## config.mk

```make
export PLATFORM = sky130hd
export DESIGN_NAME = frame_ram_arbiter
export DESIGN_NICKNAME = d
export VERILOG_FILES = /design/src/rtl/frame_ram_arbiter_pkg.sv /design/src/rtl/frame_ram_arbiter_wr_fifo.sv /design/src/rtl/frame_ram_arbiter.sv
export SDC_FILE = /design/constraint.sdc
export NUM_CORES = 1
export LEC_CHECK = 0
export ABC_AREA = 0
export CAP_MARGIN = 20
export CORE_ASPECT_RATIO = 1.5
export CORE_MARGIN = 2
export CORE_UTILIZATION = 50
export CTS_CLUSTER_DIAMETER = 120
export CTS_CLUSTER_SIZE = 14
export DETAILED_ROUTE_END_ITERATION = 16
export DONT_BUFFER_PORTS = 1
export PLACE_DENSITY = 0.74
export SYNTH_ARGS = -nofsm -noshare
export SYNTH_HDL_FRONTEND = slang
export SYNTH_SLANG_ARGS = --single-unit
```

## constraint.sdc

```tcl
create_clock -name CLK -period 2.1 [get_ports CLK]
set_input_delay 0.63 -clock CLK [delete_from_list [all_inputs] [get_ports CLK]]
set_output_delay 0.63 -clock CLK [all_outputs]
set_load 0.01 [all_outputs]
```

## src/rtl/frame_ram_arbiter_pkg.sv

```systemverilog
// Shared definitions for the frame RAM arbiter: FSM encodings and the 160x120
// frame geometry also used by the downsampler.
package frame_ram_arbiter_pkg;

  typedef enum logic [1:0] {
    ST_IDLE    = 2'b00,
    ST_ARMED   = 2'b01,
    ST_CAPTURE = 2'b10,
    ST_HOLD    = 2'b11
  } arb_state_e;

  localparam int ARB_FRAME_W      = 160;
  localparam int ARB_FRAME_H      = 120;
  localparam int ARB_FRAME_PIXELS = ARB_FRAME_W * ARB_FRAME_H;

endpackage

```

## src/rtl/frame_ram_arbiter_wr_fifo.sv

```systemverilog
// Synchronous write buffer holding {addr, data} entries for the frame RAM.
// Push is accepted on full when a pop happens in the same cycle; flush empties it.
module frame_ram_arbiter_wr_fifo #(
  parameter int DEPTH = 4,
  parameter int WIDTH = 23
) (
  input  logic             clk_i,
  input  logic             rst_n_i,
  input  logic             flush_i,
  input  logic             push_i,
  input  logic [WIDTH-1:0] wdata_i,
  input  logic             pop_i,
  output logic [WIDTH-1:0] rdata_o,
  output logic             full_o,
  output logic             empty_o
);

  localparam int PTR_W = $clog2(DEPTH);

  logic [WIDTH-1:0] mem_q [DEPTH];
  logic [PTR_W-1:0] wr_ptr_q, rd_ptr_q;
  logic [PTR_W:0]   count_q;
  logic             do_push, do_pop;

  assign empty_o = (count_q == '0);
  assign full_o  = (count_q == (PTR_W+1)'(DEPTH));
  assign do_pop  = pop_i && !empty_o;
  assign do_push = push_i && (!full_o || do_pop);
  assign rdata_o = mem_q[rd_ptr_q];

  always_ff @(posedge clk_i or negedge rst_n_i) begin
    if (!rst_n_i) begin
      wr_ptr_q <= '0;
      rd_ptr_q <= '0;
      count_q  <= '0;
    end else if (flush_i) begin
      wr_ptr_q <= '0;
      rd_ptr_q <= '0;
      count_q  <= '0;
    end else begin
      if (do_push) wr_ptr_q <= wr_ptr_q + PTR_W'(1);
      if (do_pop)  rd_ptr_q <= rd_ptr_q + PTR_W'(1);
      count_q <= count_q + (PTR_W+1)'(do_push) - (PTR_W+1)'(do_pop);
    end
  end

  always_ff @(posedge clk_i) begin
    if (do_push && !flush_i) mem_q[wr_ptr_q] <= wdata_i;
  end

endmodule

```

## src/rtl/frame_ram_arbiter.sv

```systemverilog
// Camera-to-frame-RAM write arbiter with read priority for the VGA side.
// Optional macro ARB_DROP_COUNT_EN adds the DROP_CNT output.
//   state   | meaning
//   IDLE    | disabled, buffer flushed
//   ARMED   | waiting for the first VSYNC, buffer drains
//   CAPTURE | camera writes accepted
//   HOLD    | frozen image, buffer drains, new writes ignored
module frame_ram_arbiter
  import frame_ram_arbiter_pkg::*;
#(
  parameter int ADDR_W       = 15,
  parameter int DATA_W       = 8,
  parameter int FIFO_DEPTH   = 4,
  parameter int FRAME_PIXELS = ARB_FRAME_PIXELS
) (
  input  logic              CLK,
  input  logic              RST_N,
  input  logic              ENABLE,
  input  logic              FREEZE,
  input  logic              FRAME_START,
  input  logic              WR_REQ,
  input  logic [ADDR_W-1:0] WR_ADDR,
  input  logic [DATA_W-1:0] WR_DATA,
  input  logic              RD_REQ,
  input  logic [ADDR_W-1:0] RD_ADDR,
  output logic [DATA_W-1:0] RD_DATA,
  output logic              RD_VALID,
  output logic [ADDR_W-1:0] RAM_ADDR,
  output logic [DATA_W-1:0] RAM_WDATA,
  output logic              RAM_WE,
  input  logic [DATA_W-1:0] RAM_RDATA,
  output logic [1:0]        STATE,
  output logic [7:0]        FRAME_CNT,
`ifdef ARB_DROP_COUNT_EN
  output logic [15:0]       DROP_CNT,
`endif
  output logic              OVERFLOW
);

  localparam int LIM_W = ADDR_W + 1;
  localparam logic [LIM_W-1:0] PIX_LIM = LIM_W'(FRAME_PIXELS);

  arb_state_e               state_q;
  logic [7:0]               frame_cnt_q;
  logic                     overflow_q, rd_valid_q;
  logic [ADDR_W-1:0]        ram_addr_q;
  logic [DATA_W-1:0]        ram_wdata_q;
  logic [ADDR_W+DATA_W-1:0] head;
  logic                     fifo_full, fifo_empty;
  logic                     wr_ok, pop, drop, ovf_clr;

  assign wr_ok   = WR_REQ && (state_q == ST_CAPTURE) && ({1'b0, WR_ADDR} < PIX_LIM);
  assign pop     = !RD_REQ && !fifo_empty;
  assign drop    = ENABLE && wr_ok && fifo_full && !pop;
  assign ovf_clr = FRAME_START && (state_q == ST_CAPTURE);

  frame_ram_arbiter_wr_fifo #(
    .DEPTH (FIFO_DEPTH),
    .WIDTH (ADDR_W + DATA_W)
  ) u_wr_fifo (
    .clk_i   (CLK),
    .rst_n_i (RST_N),
    .flush_i (!ENABLE),
    .push_i  (wr_ok),
    .wdata_i ({WR_ADDR, WR_DATA}),
    .pop_i   (pop),
    .rdata_o (head),
    .full_o  (fifo_full),
    .empty_o (fifo_empty)
  );

  // Reads win the RAM port outright; otherwise drain the buffer, else hold the bus.
  assign RAM_WE    = pop;
  assign RAM_ADDR  = RD_REQ ? RD_ADDR : (pop ? head[ADDR_W+DATA_W-1:DATA_W] : ram_addr_q);
  assign RAM_WDATA = pop ? head[DATA_W-1:0] : ram_wdata_q;
  assign RD_VALID  = rd_valid_q;
  assign RD_DATA   = rd_valid_q ? RAM_RDATA : '0;
  assign STATE     = state_q;
  assign FRAME_CNT = frame_cnt_q;
  assign OVERFLOW  = overflow_q;

  always_ff @(posedge CLK or negedge RST_N) begin
    if (!RST_N) begin
      state_q     <= ST_IDLE;
      frame_cnt_q <= '0;
      overflow_q  <= 1'b0;
      rd_valid_q  <= 1'b0;
      ram_addr_q  <= '0;
      ram_wdata_q <= '0;
    end else begin
      rd_valid_q  <= RD_REQ;
      ram_addr_q  <= RAM_ADDR;
      ram_wdata_q <= RAM_WDATA;
      if (!ENABLE) begin
        state_q     <= ST_IDLE;
        frame_cnt_q <= '0;
        overflow_q  <= 1'b0;
      end else begin
        overflow_q <= (ovf_clr ? 1'b0 : overflow_q) | drop;
        case (state_q)
          ST_IDLE:  state_q <= ST_ARMED;
          ST_ARMED: if (FRAME_START) state_q <= ST_CAPTURE;
          ST_CAPTURE: if (FRAME_START) begin
            frame_cnt_q <= frame_cnt_q + 8'd1;
            if (FREEZE) state_q <= ST_HOLD;
          end
          ST_HOLD:  if (FRAME_START && !FREEZE) state_q <= ST_CAPTURE;
          default:  state_q <= ST_IDLE;
        endcase
      end
    end
  end

`ifdef ARB_DROP_COUNT_EN
  logic [15:0] drop_cnt_q;

  assign DROP_CNT = drop_cnt_q;

  // Cleared on exactly the same events that clear OVERFLOW.
  always_ff @(posedge CLK or negedge RST_N) begin
    if (!RST_N) begin
      drop_cnt_q <= '0;
    end else if (!ENABLE) begin
      drop_cnt_q <= '0;
    end else if (ovf_clr) begin
      drop_cnt_q <= {15'd0, drop};
    end else if (drop && (drop_cnt_q != 16'hFFFF)) begin
      drop_cnt_q <= drop_cnt_q + 16'd1;
    end
  end
`endif

endmodule

```

==> results.yml, run 1 <==
status:
  status: "finished with violations"
  violations: "setup timing"
route:
  wl_per_cell_um: 20.10
  highest_layer: "met4"
  drcViolationCount: 0
  wl_met1_um: 3901
  routed_via_density: 5.616
  vias: 2898
  dr_wl_met2_um: 5732
  ant_nets: 0
  drt-initial-drc-count: 182
  wl_met3_um: 568
  wl_um: 10370
  dr.pass1.iters: 4
sta:
  finalCritPeriodShare_pct: 119.5
  slew_headroom_pct: 66.22
  holdWs_ps: 51.39
  slew_viol_final: 0
  grt_setup_unrepaired: "true"
  period_minus_slack_ps: 2509
  fin_ws_ps: -409.0
  clock_skew_ps: 11.69
  fmax_ghz: 0.3986
  tightest_slew_ps: 506.1
  hold_viol_final: 0
  setup_viol: 23
worst_setup_path:
  worstRegToRegCells: 10
  startpoint_type: "flip-flop"
  cp.arrival_ps: 1880
  slowest_delay_ps: 480
  path_cells: "buf_12 -> buf_4 -> mux4_2 -> mux2i_1 -> o21ai_2"
  cp_max_fo: 14
  required_ps: 1470
  setup.worst_path.end_class: "output port"
  critPathKind: "reg2out"
  crit_slowest_cell: "mux4_2"
finish:
  drive_gt1_share_pct: 33.06
  final_area_um2: 6571
  n_antenna_cell: 0
  nets: 420
  nFillCells: 737
  area_delta_synth_final_pct: 20.02
  fin_util_pct: 61.72
die:
  die_area_um2: 11820
  start_util_pct: 51.42
  fp-row-count: 46
  fp.dieW_um: 89.44
  core_um2: 10650
  io_pins: 97
  die-height_um: 132.2
synth:
  synthCells: 318
  synth_cell_types: 42
  yosys_warnings: 0
  synth_edf_count: 92
  syn_nets: 379
  syn_avg_cell_area_um2: 17.22
  syn-cell-area_um2: 5475
  synth_flop_cell: "edfxtp_1"
  synth_seq_cells: 134
  synthArstFlopShare_pct: 31.34
  ys_seq_area_share_pct: 69.65
placement:
  port_buffers: 0
  post_dp_cell_area_um2: 5883
  pre_cts_ws_ps: -106.0
  place.gp.congestion: 0.7801
  post-dp-hpwl_um: 6864
clock_network:
  numCtsBuffers: 17
  cts-root-buf: "clkbuf_16"
  clk_latency_ps: 410
  clk_path_buf_depth: 2
  cts.sinks: 134
  cts.reportedPaths.clkPinSlew_ps: 60
  cts-htree-levels: 4
  cts_tree: "done"
pwr:
  p_leak_nw: 2.397
  p_per_area_nw_per_um2: 1176
  ir_drop_v: 0.0006859
global_routing:
  overflow: 0
  grt_max_degree: 43
  grt_use_total_pct: 19.31
  first_global_vias: 3196
  grt_pass1_wl_um: 16610
  antenna_found_initial: 0
job:
  drv_cap: 0
worst_hold_path:
  worstHoldPathType: "in2async"
[sequential cells by signal (all words and copies together), names as in the netlist]
signal              cells
FRAME_CNT               8
OVERFLOW                1
RD_VALID                1
STATE                   2
ram_addr_q             15
ram_wdata_q             8
u_wr_fifo.count_q       3
u_wr_fifo.mem_q        92
u_wr_fifo.rd_ptr_q      2
u_wr_fifo.wr_ptr_q      2
[cell usage in the layout, fill, tap and decap left out, types with 4 or more instances in the layout]
master / netlist / layout
edfxtp_1: 92 / 92
dfrtp_1: 42 / 41
buf_4: 1 / 26
nand2_1: 25 / 25
mux4_2: 18 / 20
mux2i_1: 19 / 18
clkbuf_16: 0 / 17
o21ai_2: 0 / 15
and2_1: 10 / 10
a21oi_1: 10 / 10
mux2_2: 8 / 8
inv_1: 8 / 7
nor2_1: 5 / 5
ha_1: 7 / 5
clkinv_4: 0 / 5
buf_12: 0 / 5
and3_2: 0 / 4
o31ai_1: 4 / 4
or4_1: 4 / 4
buf_6: 3 / 4
[timing repair]
item	CTS	global route
hold buffers	1	0
resized for setup	19	7
setup endpoints to repair	23	25
cloned	0	0
pin swaps	3	4
endpoints found under the hold margin	42	0
setup buffers	7	1
[worst paths after layout]
path                                              end  slack, ps             startpoint
worst max-delay path                     RAM_ADDR[10]       -410  u_wr_fifo.rd_ptr_q[0]
worst min-delay path                   ram_wdata_q[0]         50                  RST_N
worst max register to register   u_wr_fifo.count_q[1]         60   u_wr_fifo.count_q[1]
worst min register to register         ram_wdata_q[4]        540         ram_wdata_q[4]
max in group asynchronous       u_wr_fifo.rd_ptr_q[0]       1800                  RST_N
min in group CLK                             RD_VALID        260                 RD_REQ
[metal layers]
layer  vias to the layer above  GRT usage (%)
met5                         -              0
met4                         0          8.043
met3                        14          6.450
met2                        87          33.37
met1                      1474          21.16
li1                       1323              -
[metrics by stage]
step           power, mW  TNS (ps)  instances
2_1_floorplan      4.419     -6383        318
3_3_place_gp       4.784    -475.1        476
3_5_place_dp       4.838     -2314        476
4_1_cts            7.773     -8917        516
5_1_grt            8.069     -9823        516
6_report           7.728     -8129        516
[cells in the mapped netlist (2+ instances only)]
library cell / number / share of area, %
nand3_1: 3 / 0.27
mux2_2: 8 / 1.6
ha_1: 7 / 1.6
mux4_2: 18 / 7.4
xor2_1: 2 / 0.32
dfrtp_1: 42 / 19
o21ai_0: 16 / 1.5
buf_2: 3 / 0.27
inv_1: 8 / 0.55
o31ai_1: 4 / 0.55
or3_1: 3 / 0.34
clkbuf_1: 6 / 0.41
edfxtp_1: 92 / 50
nand2_1: 25 / 1.7
mux4_1: 5 / 2.4
buf_6: 3 / 0.62
nand2b_1: 2 / 0.23
mux2i_1: 19 / 3.5
a21oi_1: 10 / 0.91
and2_1: 10 / 1.1
and3_1: 4 / 0.46
or4_1: 4 / 0.55
nor2_1: 5 / 0.34
[power breakdown]
part / leakage (nW) / internal, mW / switching, mW
clock network: 0.261 / 1.62 / 1.07
registers: 1.36 / 3.04 / 0.0912
logic: 0.777 / 0.999 / 0.897
total: 2.40 / 5.67 / 2.06
[cell families after synthesis]
kind of cell    share of synthesized area (%)
compound gates                          4.159
xor+xnor                               0.4800
fa+ha+maj                               1.965
buf+inv                                 2.262
flops                                   69.65
mux                                     14.92
simple gates                            6.559
[critical path: cells and delay by family (launching register included)]
kind | cells | cell delay, ps
flip-flops | 1 | 390
AO/OA/AOI/OAI | 1 | 110
multiplexers | 2 | 660
buffers and inverters | 2 | 310
[final cells by class]
| cell class | instances | area (um^2) | area share, % |
|---|---|---|---|
| Sequential cell | 134 | 3815 | 58.05 |
| Multi-Input combinational cell | 162 | 1634 | 24.87 |
| Clock buffer | 20 | 436.7 | 6.645 |
| Timing Repair Buffer | 36 | 367.9 | 5.598 |
| Tap cell | 144 | 180.2 | 2.742 |
| Clock inverter | 12 | 107.6 | 1.637 |
| Inverter | 8 | 30.03 | 0.4570 |
(Power assumes the default switching activity.)
==> run 2: changes to the inputs <==
Settings changed: CELL_PAD_IN_SITES_DETAIL_PLACEMENT from default to 0, CELL_PAD_IN_SITES_GLOBAL_PLACEMENT from default to 2, CORE_UTILIZATION 50 to 41, PLACE_DENSITY 0.74 to 0.81.
==> run 2 against run 1 <==
The run still ends with setup timing left; largest cell class unchanged; critical endpoint is now RAM_ADDR[4]; core utilization shrank 10 points; cell area is 1.5% higher; sequential power is essentially flat; highest routed layer unchanged; register-to-register slack improved by 30 ps; total power is 2.9% higher; hold slack gained 11 ps; maximum frequency up 0.18%; clock skew fell by 1.8 ps.
==> results.yml, run 2 (same netlist as run 1, synthesis figures left out) <==
status:
  status: "finished with violations"
  violations: "setup timing"
sta:
  period_minus_slack_ps: 2504
  hold_viol_final: 0
  slew_viol_final: 0
  holdWs_ps: 62.53
  finalCritPeriodShare_pct: 119.3
  tightest_slew_ps: 478.3
  grt_setup_unrepaired: "true"
  fmax_ghz: 0.3993
  slew_headroom_pct: 68.08
  setup_viol: 23
  fin_ws_ps: -404.3
  clock_skew_ps: 9.893
finish:
  final_cell_mix: "edfxtp_1, dfrtp_1, nand2_1"
  layout_top_registers: "u_wr_fifo.mem_q: 92 flops, ram_addr_q: 15 flops"
  nets: 419
  drive_gt1_share_pct: 32.61
  regMostFlops: "u_wr_fifo.mem_q"
  mostFrequentLayoutCell: "edfxtp_1"
  largest_register_ffs: 92
  n_antenna_cell: 0
  area_delta_synth_final_pct: 21.78
  fin_util_pct: 51.22
worst_setup_path:
  critPathKind: "reg2out"
  setup.worst_path.end_class: "output port"
  startpoint_type: "flip-flop"
  crit_start: "u_wr_fifo.count_q[2]"
  required_ps: 1470
  reg2reg_from: "u_wr_fifo.count_q[1]"
  cp.arrival_ps: 1870
  cp_max_fo: 10
  r2r_setup_slack_ps: 90
job:
  drv_cap: 0
die:
  die-height_um: 145.5
  start_util_pct: 42.06
  core_um2: 13020
  die_area_um2: 14310
  io_pins: 97
  fp-row-count: 51
  fp.dieW_um: 98.36
clock_network:
  clk_latency_ps: 410
  numCtsBuffers: 17
  cts-htree-levels: 4
  cts_tree: "done"
  cts.sinks: 134
  cts.reportedPaths.clkPinSlew_ps: 60
  clk_path_buf_depth: 2
  cts-root-buf: "clkbuf_16"
global_routing:
  first_global_vias: 2981
  grt_max_degree: 43
  grt_use_total_pct: 14.99
  antenna_found_initial: 0
  overflow: 0
  grt_pass1_wl_um: 16320
route:
  routed_via_density: 5.345
  wl_um: 10190
  drcViolationCount: 0
  wl_per_cell_um: 19.23
  drt-initial-drc-count: 169
  vias: 2833
  dr.pass1.iters: 4
  ant_nets: 0
pwr:
  combPwrFrac_pct: 23.9
  ir_drop_v: 0.0005118
  p_switching_mw: 2.051
  intPower_mw: 5.904
  p_leak_nw: 2.431
  switching_share_pct: 25.79
  p_per_area_nw_per_um2: 1193
  power_frac_seq_pct: 39.4
  clockPowerShare_pct: 36.6
worst_hold_path:
  worstHoldPathType: "in2async"
placement:
  place.gp.congestion: 0.7677
  port_buffers: 0
  post-dp-hpwl_um: 7149
-- run 2: cell count changes in the layout (fill, tap and decap cells not counted), sizes merged --
cell / before / now
bufinv: 1 / 2
clkbuf: 20 / 22
inv: 8 / 10
buf: 36 / 35
clkinv: 9 / 4
-- run 2: power by group through the flow --
stage	clock [mW]	combinational [mW]	sequential, mW
detailed placement	0	1.68	3.18
floorplan	0	1.26	3.16
finish	2.92	1.90	3.14
global route	3.09	2.06	3.16
CTS	2.97	1.84	3.13
global placement	0	1.65	3.17
-- run 2: per-layer routing --
metal / up-vias / part of all wire (%) / wire length [um] / global-route usage (%)
met5: - / 0 / 0 / 0
met4: 0 / 1.1 / 110 / 4.521
met3: 11 / 5.3 / 538 / 5.812
met2: 70 / 56 / 5731 / 26.70
met1: 1438 / 37 / 3812 / 16.39
li1: 1314 / - / - / -
-- run 2: what timing repair did --
item | in CTS | in global routing
pin swaps | 3 | 2
resized for setup | 17 | 11
setup buffers | 3 | 3
endpoints found under the setup margin | 23 | 26
endpoints found under the hold margin | 42 | 0
hold buffers | 1 | 0
-- run 2: final cells by class --
class,instances,area (um^2)
Clock buffer,22,474.2
Clock inverter,10,118.9
Fill cell,1078,6350
Inverter,8,30.03
Multi-Input combinational cell,162,1625
Sequential cell,134,3815
Tap cell,159,198.9
Timing Repair Buffer,35,405.4
-- run 2: critical path, cell delays in order, from the launching register on --
cell	delay, ps
dfrtp_1	410
or3_1	370
buf_6	160
buf_12	150
mux2i_2	150
o21ai_2	230
-- run 2: worst paths after layout --
path                            cells past startpoint                    to
worst max register to register                     10  u_wr_fifo.count_q[1]
max in group asynchronous                           1        ram_wdata_q[1]
worst min register to register                      1        ram_wdata_q[1]
worst max-delay path                                5           RAM_ADDR[4]
min in group CLK                                    0              RD_VALID
worst min-delay path                                1          FRAME_CNT[0]
-- run 2: per-stage QoR --
| step | setup WS (ps) | setup TNS, ps | instances | instance area, um^2 | total power, mW |
|---|---|---|---|---|---|
| 5_1_grt | -519.2 | -10690 | 530 | 6668 | 8.309 |
| 2_1_floorplan | -155.3 | -6383 | 318 | 5523 | 4.419 |
| 6_report | -404.3 | -8563 | 530 | 6668 | 7.955 |
| 3_5_place_dp | -139.6 | -4202 | 492 | 5947 | 4.865 |
| 3_3_place_gp | -79.08 | -1215 | 492 | 5947 | 4.825 |
| 4_1_cts | -483.8 | -9574 | 528 | 6624 | 7.937 |
